===== src/rtl/param_register_file_if.sv =====
// Register file bus: read ports, WB write port and ID issue port.
//
// Signals (directions as seen by the register file, the slave):
//   reg_write    in   write enable from WB
//   write_reg    in   write index
//   write_data   in   write value
//   read_reg_1   in   read index, port 1
//   read_reg_2   in   read index, port 2
//   read_data_1  out  read value, port 1
//   read_data_2  out  read value, port 2
//   issue_valid  in   ID issues an instruction that will write issue_reg
//   issue_reg    in   destination of the issued instruction
//   busy_1       out  read_reg_1 has an outstanding producer
//   busy_2       out  read_reg_2 has an outstanding producer
interface param_register_file_if #(
    parameter int DATA_WIDTH = 16,
    parameter int ADDR_WIDTH = 3
);
    logic                  reg_write;
    logic [ADDR_WIDTH-1:0] write_reg;
    logic [DATA_WIDTH-1:0] write_data;
    logic [ADDR_WIDTH-1:0] read_reg_1;
    logic [ADDR_WIDTH-1:0] read_reg_2;
    logic [DATA_WIDTH-1:0] read_data_1;
    logic [DATA_WIDTH-1:0] read_data_2;
    logic                  issue_valid;
    logic [ADDR_WIDTH-1:0] issue_reg;
    logic                  busy_1;
    logic                  busy_2;

    modport master (
        output reg_write, write_reg, write_data,
        output read_reg_1, read_reg_2,
        output issue_valid, issue_reg,
        input  read_data_1, read_data_2, busy_1, busy_2
    );

    modport slave (
        input  reg_write, write_reg, write_data,
        input  read_reg_1, read_reg_2,
        input  issue_valid, issue_reg,
        output read_data_1, read_data_2, busy_1, busy_2
    );
endinterface


===== src/rtl/param_register_file.sv =====
// Parametrised two-read/one-write register file for the ID stage, with an
// optional hardwired-zero register 0, optional write-to-read forwarding and
// a per-register busy bit used by decode to detect RAW hazards.
//
// Ports:
//   clk  rising-edge clock
//   rst  synchronous, active-high reset; clears all registers and busy bits
//   bus  param_register_file_if slave modport (read, write and issue ports)
//
// Reads are purely combinational from index to data and busy.
module param_register_file #(
    parameter int DATA_WIDTH = 16,
    parameter int ADDR_WIDTH = 3,
    parameter bit ZERO_REG   = 1'b1,
    parameter bit BYPASS     = 1'b1
) (
    input logic                   clk,
    input logic                   rst,
    param_register_file_if.slave  bus
);
    localparam int DEPTH = 2 ** ADDR_WIDTH;
    localparam logic [ADDR_WIDTH-1:0] ZERO_IDX = {ADDR_WIDTH{1'b0}};

    logic [DATA_WIDTH-1:0] regs_r [DEPTH];
    logic [DEPTH-1:0]      busy_r;

    logic                  write_en_s;
    logic [DEPTH-1:0]      busy_set_s;
    logic [DEPTH-1:0]      busy_clr_s;
    logic [DATA_WIDTH:0]   port_1_s;
    logic [DATA_WIDTH:0]   port_2_s;

    // One read port: returns {busy, data}. Register 0 (when hardwired)
    // wins over forwarding; a forwarded value is never reported busy.
    function automatic logic [DATA_WIDTH:0] read_mux(
        input logic [ADDR_WIDTH-1:0] addr,
        input logic [DATA_WIDTH-1:0] stored,
        input logic                  stored_busy,
        input logic                  we,
        input logic [ADDR_WIDTH-1:0] wa,
        input logic [DATA_WIDTH-1:0] wd
    );
        logic [DATA_WIDTH:0] res;
        if (ZERO_REG && (addr == ZERO_IDX)) begin
            res = {1'b0, {DATA_WIDTH{1'b0}}};
        end else if (BYPASS && we && (wa == addr)) begin
            res = {1'b0, wd};
        end else begin
            res = {stored_busy, stored};
        end
        return res;
    endfunction

    // Write qualification and one-hot busy set/clear decode.
    always_comb begin
        write_en_s = 1'b0;
        busy_set_s = {DEPTH{1'b0}};
        busy_clr_s = {DEPTH{1'b0}};
        if (bus.reg_write && !(ZERO_REG && (bus.write_reg == ZERO_IDX))) begin
            write_en_s = 1'b1;
        end else begin
            write_en_s = 1'b0;
        end
        if (bus.reg_write) begin
            busy_clr_s[bus.write_reg] = 1'b1;
        end else begin
            busy_clr_s = {DEPTH{1'b0}};
        end
        if (bus.issue_valid && !(ZERO_REG && (bus.issue_reg == ZERO_IDX))) begin
            busy_set_s[bus.issue_reg] = 1'b1;
        end else begin
            busy_set_s = {DEPTH{1'b0}};
        end
    end

    // Register array and busy vector; set is applied after clear so a new
    // producer issuing against a writing-back register keeps it busy.
    always_ff @(posedge clk) begin
        if (rst) begin
            for (int i = 0; i < DEPTH; i++) begin
                regs_r[i] <= {DATA_WIDTH{1'b0}};
            end
            busy_r <= {DEPTH{1'b0}};
        end else begin
            if (write_en_s) begin
                regs_r[bus.write_reg] <= bus.write_data;
            end
            busy_r <= (busy_r & ~busy_clr_s) | busy_set_s;
        end
    end

    // Combinational read ports.
    always_comb begin
        port_1_s = read_mux(bus.read_reg_1, regs_r[bus.read_reg_1], busy_r[bus.read_reg_1],
                            bus.reg_write, bus.write_reg, bus.write_data);
        port_2_s = read_mux(bus.read_reg_2, regs_r[bus.read_reg_2], busy_r[bus.read_reg_2],
                            bus.reg_write, bus.write_reg, bus.write_data);
    end

    assign bus.read_data_1 = port_1_s[DATA_WIDTH-1:0];
    assign bus.busy_1      = port_1_s[DATA_WIDTH];
    assign bus.read_data_2 = port_2_s[DATA_WIDTH-1:0];
    assign bus.busy_2      = port_2_s[DATA_WIDTH];
endmodule


===== src/flat_wrapper.sv =====
// flat-port wrapper written by rule: the top's interface ports become plain ports
module param_register_file_flat 
#(
    parameter int DATA_WIDTH = 16,
    parameter int ADDR_WIDTH = 3,
    parameter bit ZERO_REG   = 1'b1,
    parameter bit BYPASS     = 1'b1
)
  (clk, rst, bus_reg_write, bus_write_reg, bus_write_data, bus_read_reg_1, bus_read_reg_2, bus_issue_valid, bus_issue_reg, bus_read_data_1, bus_read_data_2, bus_busy_1, bus_busy_2);
  param_register_file_if #(.DATA_WIDTH(DATA_WIDTH), .ADDR_WIDTH(ADDR_WIDTH)) bus_i ();
  input logic clk;
  input logic rst;
  input wire logic [$bits(bus_i.reg_write)-1:0] bus_reg_write;
  input wire logic [$bits(bus_i.write_reg)-1:0] bus_write_reg;
  input wire logic [$bits(bus_i.write_data)-1:0] bus_write_data;
  input wire logic [$bits(bus_i.read_reg_1)-1:0] bus_read_reg_1;
  input wire logic [$bits(bus_i.read_reg_2)-1:0] bus_read_reg_2;
  input wire logic [$bits(bus_i.issue_valid)-1:0] bus_issue_valid;
  input wire logic [$bits(bus_i.issue_reg)-1:0] bus_issue_reg;
  output wire logic [$bits(bus_i.read_data_1)-1:0] bus_read_data_1;
  output wire logic [$bits(bus_i.read_data_2)-1:0] bus_read_data_2;
  output wire logic [$bits(bus_i.busy_1)-1:0] bus_busy_1;
  output wire logic [$bits(bus_i.busy_2)-1:0] bus_busy_2;
  assign bus_i.reg_write = bus_reg_write;
  assign bus_i.write_reg = bus_write_reg;
  assign bus_i.write_data = bus_write_data;
  assign bus_i.read_reg_1 = bus_read_reg_1;
  assign bus_i.read_reg_2 = bus_read_reg_2;
  assign bus_i.issue_valid = bus_issue_valid;
  assign bus_i.issue_reg = bus_issue_reg;
  assign bus_read_data_1 = bus_i.read_data_1;
  assign bus_read_data_2 = bus_i.read_data_2;
  assign bus_busy_1 = bus_i.busy_1;
  assign bus_busy_2 = bus_i.busy_2;
  param_register_file #(.DATA_WIDTH(DATA_WIDTH), .ADDR_WIDTH(ADDR_WIDTH), .ZERO_REG(ZERO_REG), .BYPASS(BYPASS)) u_core (.clk(clk), .rst(rst), .bus(bus_i));
endmodule

===== config.mk =====
export PLATFORM = sky130hd
export DESIGN_NAME = param_register_file_flat
export DESIGN_NICKNAME = d
export VERILOG_FILES = /design/src/rtl/param_register_file_if.sv /design/src/rtl/param_register_file.sv /design/src/flat_wrapper.sv
export SDC_FILE = /design/constraint.sdc
export NUM_CORES = 1
export LEC_CHECK = 0
export CAP_MARGIN = 25
export CORE_MARGIN = 1
export CORE_UTILIZATION = 59
export CTS_CLUSTER_SIZE = 28
export DETAILED_ROUTE_END_ITERATION = 10
export PLACE_DENSITY = 0.81
export SETUP_SLACK_MARGIN = 0.5
export SKIP_CTS_REPAIR_TIMING = 1
export SLEW_MARGIN = 15
export SYNTH_ARGS = -nofsm -noshare
export SYNTH_HDL_FRONTEND = slang
export SYNTH_SLANG_ARGS = --single-unit

===== constraint.sdc =====
create_clock -name clk -period 2.8 [get_ports clk]
set_input_delay 0.84 -clock clk [delete_from_list [all_inputs] [get_ports clk]]
set_output_delay 0.84 -clock clk [all_outputs]
set_load 0.02 [all_outputs]

Word-level counts from Yosys, hierarchy flattened

Memory sizes are Yosys's and may differ from the RTL's.
Cells that the tools add are included.
W data, S select, Z words.

Register bits: 8
Output and inout bits: 34
Memories kept: 1
Logic and storage cells: 49
RAM bits: 128
Bits of input ports: 32

Bitwise logic cells: 3
Reductions and logical operators: 13
Eq/ne operators: 2
Mux-type cells: 23
Magnitude comparators: 6

Memories:

| name          | depth | bits a word | read ports | clocked after Yosys merged registers in | wr ports | line                      | text |
|---|---|---|---|---|---|---|---|
| u_core.regs_r | 8     | 16          | 2          | 0                                       | 8        | param_register_file.sv:24 | `logic [DATA_WIDTH-1:0] regs_r [DEPTH];` |

Operators with widths:

| kind                 | count |
|---|---|
| $mux W17             | 4 |
| $lt A3 B4 Y1 const B | 4 |
| $mux W16             | 1 |
| $mux W8              | 2 |
| $reduce_or A16 Y1    | 1 |
| $logic_not A3 Y1     | 4 |
| $mux W1              | 11 |
| $and A8 B8 Y8        | 1 |
| $not A8 Y8           | 1 |
| $or A8 B8 Y8         | 1 |
| $bmux W1 S3          | 2 |
| $demux W1 S3         | 2 |
| $eq A3 B3 Y1         | 2 |
| $ge A3 B1 Y1 const B | 2 |
| $logic_and A1 B1 Y1  | 6 |
| $mux W3              | 1 |
| $logic_not A1 Y1     | 2 |

Longest topological paths before layout

Gate-level depths: netlist of run 1.

Word-level depth: 9
Gate-level depth with buffers: 7
Gate-level depth less buffers: 4

Worst setup path before layout of run 1

Ideal clock, no wire load.

Path kind: input -> output
Start: input bus_write_reg[1]
End: output bus_read_data_2[10]
Arrival time: 2.176 ns
Slack: -0.216 ns
Stages: 7
Path through: buf_6 > xnor2_1 > and4_1 > buf_6 > buf_6 > a211oi_2 > nor3_1

Longest elaborated chain between the ends: 4

RTL lines:

| what                | line                      | text |
|---|---|---|
| from (decl)         | flat_wrapper.sv:14        | `input wire logic [$bits(bus_i.write_reg)-1:0] bus_write_reg;` |
| $eq A3 B3 Y1        | param_register_file.sv:46 | `end else if (BYPASS && we && (wa == addr)) begin` |
| $logic_and A1 B1 Y1 | param_register_file.sv:46 |  |
| $mux W17            | param_register_file.sv:46 |  |
| $mux W17            | param_register_file.sv:44 | `if (ZERO_REG && (addr == ZERO_IDX)) begin` |
| to (decl)           | flat_wrapper.sv:21        | `output wire logic [$bits(bus_i.read_data_2)-1:0] bus_read_data_2;` |

Every way passes these cells.

Final worst setup path of run 1

Start: input bus_read_reg_1[1]
End: output bus_read_data_1[6]

Longest elaborated chain between the ends: 4
Elaborated cells between the ends (all ways): 6
Classes of those cells: eq/ne (1); mux (2); reduce/logical (2); memory (1)

RTL lines:

| what                                                   | line                      | text |
|---|---|---|
| from (decl)                                            | flat_wrapper.sv:16        | `input wire logic [$bits(bus_i.read_reg_1)-1:0] bus_read_reg_1;` |
| branches (longest 3 deep; another with $mem_v2 Z8 W16) | --                        |  |
| $mux W17 (*)                                           | param_register_file.sv:44 |  |
| to (decl)                                              | flat_wrapper.sv:20        | `output wire logic [$bits(bus_i.read_data_1)-1:0] bus_read_data_1;` |

Mark *: on every way between the ends.

==> flow_metrics.tcl, run 1 <==
set metrics [dict create \
    run_status "finished with violations" \
    violations "setup timing" \
    yosys.cell_count.top_type "edfxtp_1" \
    worstSetupStartpointType "input port" \
    final_critical_path_setup_slack_ns -0.427 \
    number_of_cell_rows 41 \
    timing.setup.critical_path_class "in2out" \
    cts_sinks 136 \
    root_buffer "clkbuf_16" \
    register_area_share_after_synthesis_pct 50.9 \
    r2r_end "u_core.busy_r[7]" \
    clock.fmax_mhz 310 \
    route.vias.total 6558 \
    chipWidth_um 117 \
    avgViaCountPerCell 6.98 \
    gp_congestion 0.970 \
    antenna_cells_inserted 0 \
    layout-drive-gt1-share_pct 47.4 \
    floorplan.die.height_um 117 \
    setup_slack_of_the_worst_register_to_register_path_ns 2.14 \
    synth_top_family_by_area "multiplexers" \
    slew_violations 0 \
    cellPowerDensity_nw_per_um2 555 \
    worst_path_cell_trace "buf_6, buf_6, buf_4, buf_8, nand2b_4, clkbuf_16, o22ai_1, a211oi_4, nor3_4, buf_6" \
    first_global_vias 6232 \
    timing.max_slew.rel_slack_pct 45.1 \
    setup_viol 34 \
    synth_area_in_compound_gates_pct 7.89 \
    overflow 0 \
    grt_setup_unrepaired "true" \
    hold_path.startpoint "u_core.busy_r[0]" \
    dp_slack_ns -1.30 \
    synthXorXnorAreaFrac_pct 0.668 \
    path_category_of_the_worst_min_delay_check "reg2reg" \
    route.detailed.wl_per_inst_um 30.4 \
    critical_path_fanouts_max 6 \
    htreeDepth 4 \
    timing.final.crit_period_ns 3.23 \
    buffer_ports.inserted 65 \
    cts_tree "yes" \
    ioPinCount 66 \
    drtAntennaViolNets 0 \
    layoutNonFillerInstCount 940 \
    min_to "u_core.busy_r[0]" \
    worst_r2r_path_depth 2 \
    synth_edf_count 128 \
    synth_mux_area_share_pct 20.0 \
    ys.flop_type "edfxtp_1" \
    ffs_latches_synth 136 \
    synth-adder-area-share_pct 0 \
    critical-path-top-cell-by-count "buf_6" \
    async_flop_share_pct 0 \
    netlist_top_cells_count "edfxtp_1 (128), and2_1 (113), mux2i_1 (64)" \
    worst_r2r_startpoint "u_core.busy_r[7]" \
    cts_inserted_buffers 17 \
    synth.yosys.warnings 0 \
    clock_skew_ns 0 \
    grt_first_pass_wirelength_um 36400 \
    p_leak_nw 4.25 \
    synth.distinct_cells 38 \
    area_delta_synth_final_pct 45.0 \
    max_stage_delay_cell_worst_path "o22ai_1" \
    placedCellCount 888 \
    clk_pin_slew_ns 0.06 \
    grt_antenna_before_repair 0 \
    netlist.area_leader.share_pct 48.9 \
    grt_start_max_net_pins 25 \
    syn-cell-area_um2 7860 \
    first_iter_violations 1093 \
    syn-mean-instance-area_um2 13.4 \
    finalCoreUtilization_pct 88.9 \
    netlist_instances 589 \
    yosys.area_share.simple_pct 16.4 \
    final_hold_viol_count 0 \
    cp_data_required_time_ns 1.96 \
    cts_max_path_buffers 2 \
    total_wirelength_um 28600 \
    worst_path_largest_cell_delay_ns 0.34 \
    holdPathStages 2 \
    clock_insertion_delay_at_the_later_pin_of_the_skew_report_ns 0.43 \
    floorplan.die_area_um2 13800 \
    synth.largest_area_cell "edfxtp_1" \
    coreArea_um2 12800 \
    detail_route.first_pass.iterations 7 \
    route.detailed.drc 0 \
    critical_path_arrival_ns 2.39 \
    worst_setup_end_kind "output port" \
    layout.nets 788 \
    dp_hpwl_um 16400 \
    vdd_drop_max_mv 0.423 \
    tightest_slew_ns 0.819 \
    global_route.usage.total_pct 36.3 \
    fin_crit_sh_pct 115 \
    drv_cap 0 \
    total_power_mw 6.33 \
    netlist_top_cells_area "edfxtp_1 (49%), and2_1 (9.0%), mux2i_1 (8.1%), mux4_1 (6.7%), mux4_2 (5.2%)" \
    initial_utilization_pct 61.3 \
]
==> cells by family (layout without fill, tap and decap cells) <==
kind of cell	after synthesis	in the layout
xor+xnor	6	6
other cells	1	16
simple gates	212	212
mux	102	102
compound gates	79	79
buf+inv	53	217
flops	136	136
==> final cells by class <==
class                           count  area [µm²]
Clock inverter                     13         180
Multi-Input combinational cell    415        4550
Clock buffer                       18         429
Timing Repair Buffer              179        2000
Inverter                            7        26.3
Tap cell                          172         215
Fill cell                         493        1420
Sequential cell                   136        4000
==> per-layer routing <==
layer	share of wire, %	vias up	GRT usage [%]
met5	0	-	0
met4	4.9	0	13.3
met3	12	138	7.75
met2	49	599	58.9
met1	35	3274	48.6
li1	-	2547	-
==> power breakdown <==
part	internal, mW	switching, mW	total [mW]
registers	2.37	0.0964	2.46
clock network	1.48	0.875	2.35
logic	0.712	0.798	1.51
total	4.56	1.77	6.33
==> registers in the layout (all words and copies together), names as in the netlist <==
name           flops
u_core.busy_r      8
u_core.regs_r    128
==> layout by cell type, fill, tap and decap left out, types with 6 or more instances in the layout <==
cell	n
a211oi_4	25
and2_1	113
buf_12	28
buf_4	72
buf_6	40
clkbuf_16	21
clkdlybuf4s50_1	21
conb_1	16
dfxtp_1	8
edfxtp_1	128
inv_1	7
mux2i_1	51
mux2i_2	7
mux2i_4	6
mux4_2	38
nand3_1	6
nor2_1	26
nor2_2	7
nor3_4	31
o21ai_0	6
o21bai_2	6
o22ai_2	25
==> stage by stage <==
step                      area, µm²  hold WS (ns)  setup TNS, ns
after floorplan                8660         0.434              0
after global placement        10000         0.450         -47.48
after detailed placement      10000         0.464         -48.21
after CTS                     10600         0.472         -41.03
after global routing          11400         0.497          -9.93
final                         11400         0.471          -9.29
==> critical path, delay by kind of cell <==
kind                   cells  cell delay [ns]
AND/OR/NAND/NOR            2             0.35
AO/OA/AOI/OAI              2             0.43
buffers and inverters      6             0.76
==> worst max-delay path by stage <==
stage,start,to,slack (ns),cells after the start
CTS,bus_read_reg_1[1],bus_read_data_1[1],-1.32,6
detailed placement,bus_read_reg_1[1],bus_read_data_1[1],-1.30,6
global route,bus_read_reg_1[1],bus_read_data_1[6],-0.47,10
global placement,bus_read_reg_1[1],bus_read_data_1[14],-1.22,8
floorplan,bus_write_reg[2],bus_read_data_2[7],0.08,7
finish,bus_read_reg_1[1],bus_read_data_1[6],-0.43,10
(Power assumes the default switching activity.)
==> inputs of run 2 (changes only) <==
--- a/config.mk
+++ b/config.mk
@@ -5,7 +5,7 @@
 export SDC_FILE = /design/constraint.sdc
 export NUM_CORES = 1
 export LEC_CHECK = 0
-export CAP_MARGIN = 25
+export CAP_MARGIN = 20
 export CORE_MARGIN = 1
 export CORE_UTILIZATION = 59
 export CTS_CLUSTER_SIZE = 28
==> run 2 against run 1 <==
  * The run still ends with setup timing left
  * Combinational power about the same
  * Power increased by 0.18%
  * Die area unchanged
  * Largest power group unchanged
  * Worst hold slack improved by 0.0056 ns
  * Count of clock-buffer cells in the layout unchanged
  * Via count increased by 0.26%
  * Highest routed layer unchanged
  * Sequential share of layout area about the same
  * Clock skew unchanged
  * Global-route usage decreased by 0.090 points
==> flow_metrics.tcl, run 2 (synthesis results as in run 1) <==
set metrics [dict create \
    postLayoutCellArea_um2 11400 \
    holdPathStages 2 \
    layout_common_cells "edfxtp_1 (128), and2_1 (113), buf_4 (77), mux2i_1 (52), buf_6 (41)" \
    fin_crit_sh_pct 117 \
    p_leak_nw 4.26 \
    critical-path-top-delay-family "buffers and inverters" \
    power.share.combinational_pct 23.8 \
    first_global_vias 6224 \
    finalHoldWorstSlack_ns 0.476 \
    root_buffer "clkbuf_16" \
    met2_length_um 13700 \
    antenna_cells_inserted 0 \
    flip_flop_count_of_the_largest_register_after_layout 128 \
    reg_top3 "u_core.regs_r: 128 flops, u_core.busy_r: 8 flops" \
    first_iter_violations 1088 \
    cp_data_required_time_ns 1.96 \
    grt_start_max_net_pins 25 \
    overflow 0 \
    clock_insertion_delay_at_the_later_pin_of_the_skew_report_ns 0.43 \
    cts_max_path_buffers 2 \
    ioPinCount 66 \
    gp_congestion 0.970 \
    final_hold_viol_count 0 \
    layout-drive-gt1-share_pct 48.2 \
    run_status "finished with violations" \
    grt_antenna_before_repair 0 \
    cellPowerDensity_nw_per_um2 556 \
    worst_r2r_path_depth 2 \
    path_buf_inv 6 \
    timing.setup.critical_path_class "in2out" \
    grt_setup_unrepaired "true" \
    clock_skew_ns 0 \
    min_to "u_core.busy_r[0]" \
    cts_sinks 136 \
    drtAntennaViolNets 0 \
    hold_path.startpoint "u_core.busy_r[0]" \
    worstSetupStartpointType "input port" \
    violations "setup timing" \
    max_flop_register "u_core.regs_r" \
    route.detailed.drc 0 \
    setup_viol 34 \
    max_stage_delay_cell_worst_path "and4_4" \
    final_critical_path_setup_slack_ns -0.468 \
    initial_utilization_pct 61.3 \
    number_of_cell_rows 41 \
    cts_tree "yes" \
    grt_first_pass_wirelength_um 36600 \
    htreeDepth 4 \
    r2r_end "u_core.busy_r[7]" \
    highest_layer "met4" \
    global_route.usage.total_pct 36.2 \
    coreArea_um2 12800 \
    route.detailed.wl_per_inst_um 30.2 \
    vdd_drop_max_mv 0.502 \
    avgViaCountPerCell 6.97 \
    route.vias.total 6575 \
    timing.max_slew.rel_slack_pct 43.7 \
    route.layer.met1.wl_um 9710 \
    routed-wl-met3_um 3560 \
    setup_slack_of_the_worst_register_to_register_path_ns 2.17 \
    floorplan.die.height_um 117 \
    critical_path_fanouts_max 8 \
    switching_power_mw 1.78 \
    layout.nets 792 \
    critical_path_arrival_ns 2.43 \
    timing.final.crit_period_ns 3.27 \
    buffer_ports.inserted 65 \
    power_frac_clock_pct 37.4 \
    clock.fmax_mhz 306 \
    sequential_cell_area_um2 4000 \
    final_common_cell "edfxtp_1" \
    floorplan.die_area_um2 13800 \
    fill_cells 502 \
    dp_hpwl_um 16300 \
    cts_inserted_buffers 17 \
    clk_pin_slew_ns 0.06 \
    fin_tns_setup_ns -10.29 \
    worst_setup_end_kind "output port" \
    slew_violations 0 \
    worst_path_cell_trace "buf_6, buf_6, buf_12, buf_12, xnor2_4, and4_4, buf_12, a211oi_4, nor3_4, buf_6" \
    dp_slack_ns -1.30 \
    share_seq_of_total_power_pct 38.8 \
    total_wirelength_um 28500 \
    path_category_of_the_worst_min_delay_check "reg2reg" \
    worst_r2r_startpoint "u_core.busy_r[7]" \
    worst_path_largest_cell_delay_ns 0.33 \
    multiInputGateArea_um2 4540 \
    postPlaceCellArea_um2 10000 \
    p_int_mw 4.56 \
    detail_route.first_pass.iterations 6 \
    chipWidth_um 117 \
    area_delta_synth_final_pct 45.0 \
    finalCoreUtilization_pct 88.9 \
    drv_cap 0 \
    net_switching_fraction_of_the_power_pct 28.1 \
    tightest_slew_ns 0.842 \
]
## run 2: changes by cell type in the layout (fill, tap and decap cells not counted), moves of 2 or more
cell	previous run	this run
mux2i_2	7	9
nor2_1	26	23
buf_8	5	3
mux2i_4	6	3
clkbuf_2	5	3
a211oi_2	5	8
buf_2	1	4
nor2_2	7	9
buf_4	72	77
a211oi_4	25	22
## run 2: worst max path at each step
stage	startpoint	end	slack (ns)	cells past startpoint
after floorplan	bus_write_reg[2]	bus_read_data_2[7]	0.08	7
after global placement	bus_read_reg_1[1]	bus_read_data_1[14]	-1.22	8
after detailed placement	bus_read_reg_1[1]	bus_read_data_1[1]	-1.30	6
after CTS	bus_read_reg_1[1]	bus_read_data_1[1]	-1.31	6
after global routing	bus_read_reg_1[1]	bus_read_data_1[2]	-0.49	10
final	bus_read_reg_1[1]	bus_read_data_1[2]	-0.47	10
## run 2: through the flow
stage | total power, mW | std cells
after floorplan | 3.22 | 604
after global placement | 3.68 | 887
after detailed placement | 3.72 | 887
after CTS | 6.02 | 918
after global routing | 6.43 | 944
final | 6.34 | 944
## run 2: final cells by class
| cell class | instances | area share (%) |
|---|---|---|
| tap | 172 | 1.89 |
| sequential | 136 | 35.1 |
| clock buffer | 18 | 3.76 |
| clock inverter | 13 | 1.58 |
| multi-input combinational | 415 | 39.9 |
| inverter | 7 | 0.230 |
| timing repair buffer | 183 | 17.6 |
## run 2: power groups by stage
stage / Clock (mW) / Combinational (mW) / Sequential (mW)
after detailed placement: 0 / 1.25 / 2.47
after global placement: 0 / 1.22 / 2.46
final: 2.37 / 1.51 / 2.46
after global routing: 2.42 / 1.55 / 2.46
after CTS: 2.32 / 1.26 / 2.44
after floorplan: 0 / 0.776 / 2.45
## run 2: layer usage
metal / global-route usage, % / up-vias
met4: 11.8 / 0
met2: 59.5 / 603
met3: 8.62 / 152
li1: - / 2560
met5: 0 / -
met1: 47.8 / 3260
## run 2: worst register-to-register path: stages (launching register included)
cell     delay, ns
dfxtp_1       0.36
inv_1         0.06
o21ai_0       0.15
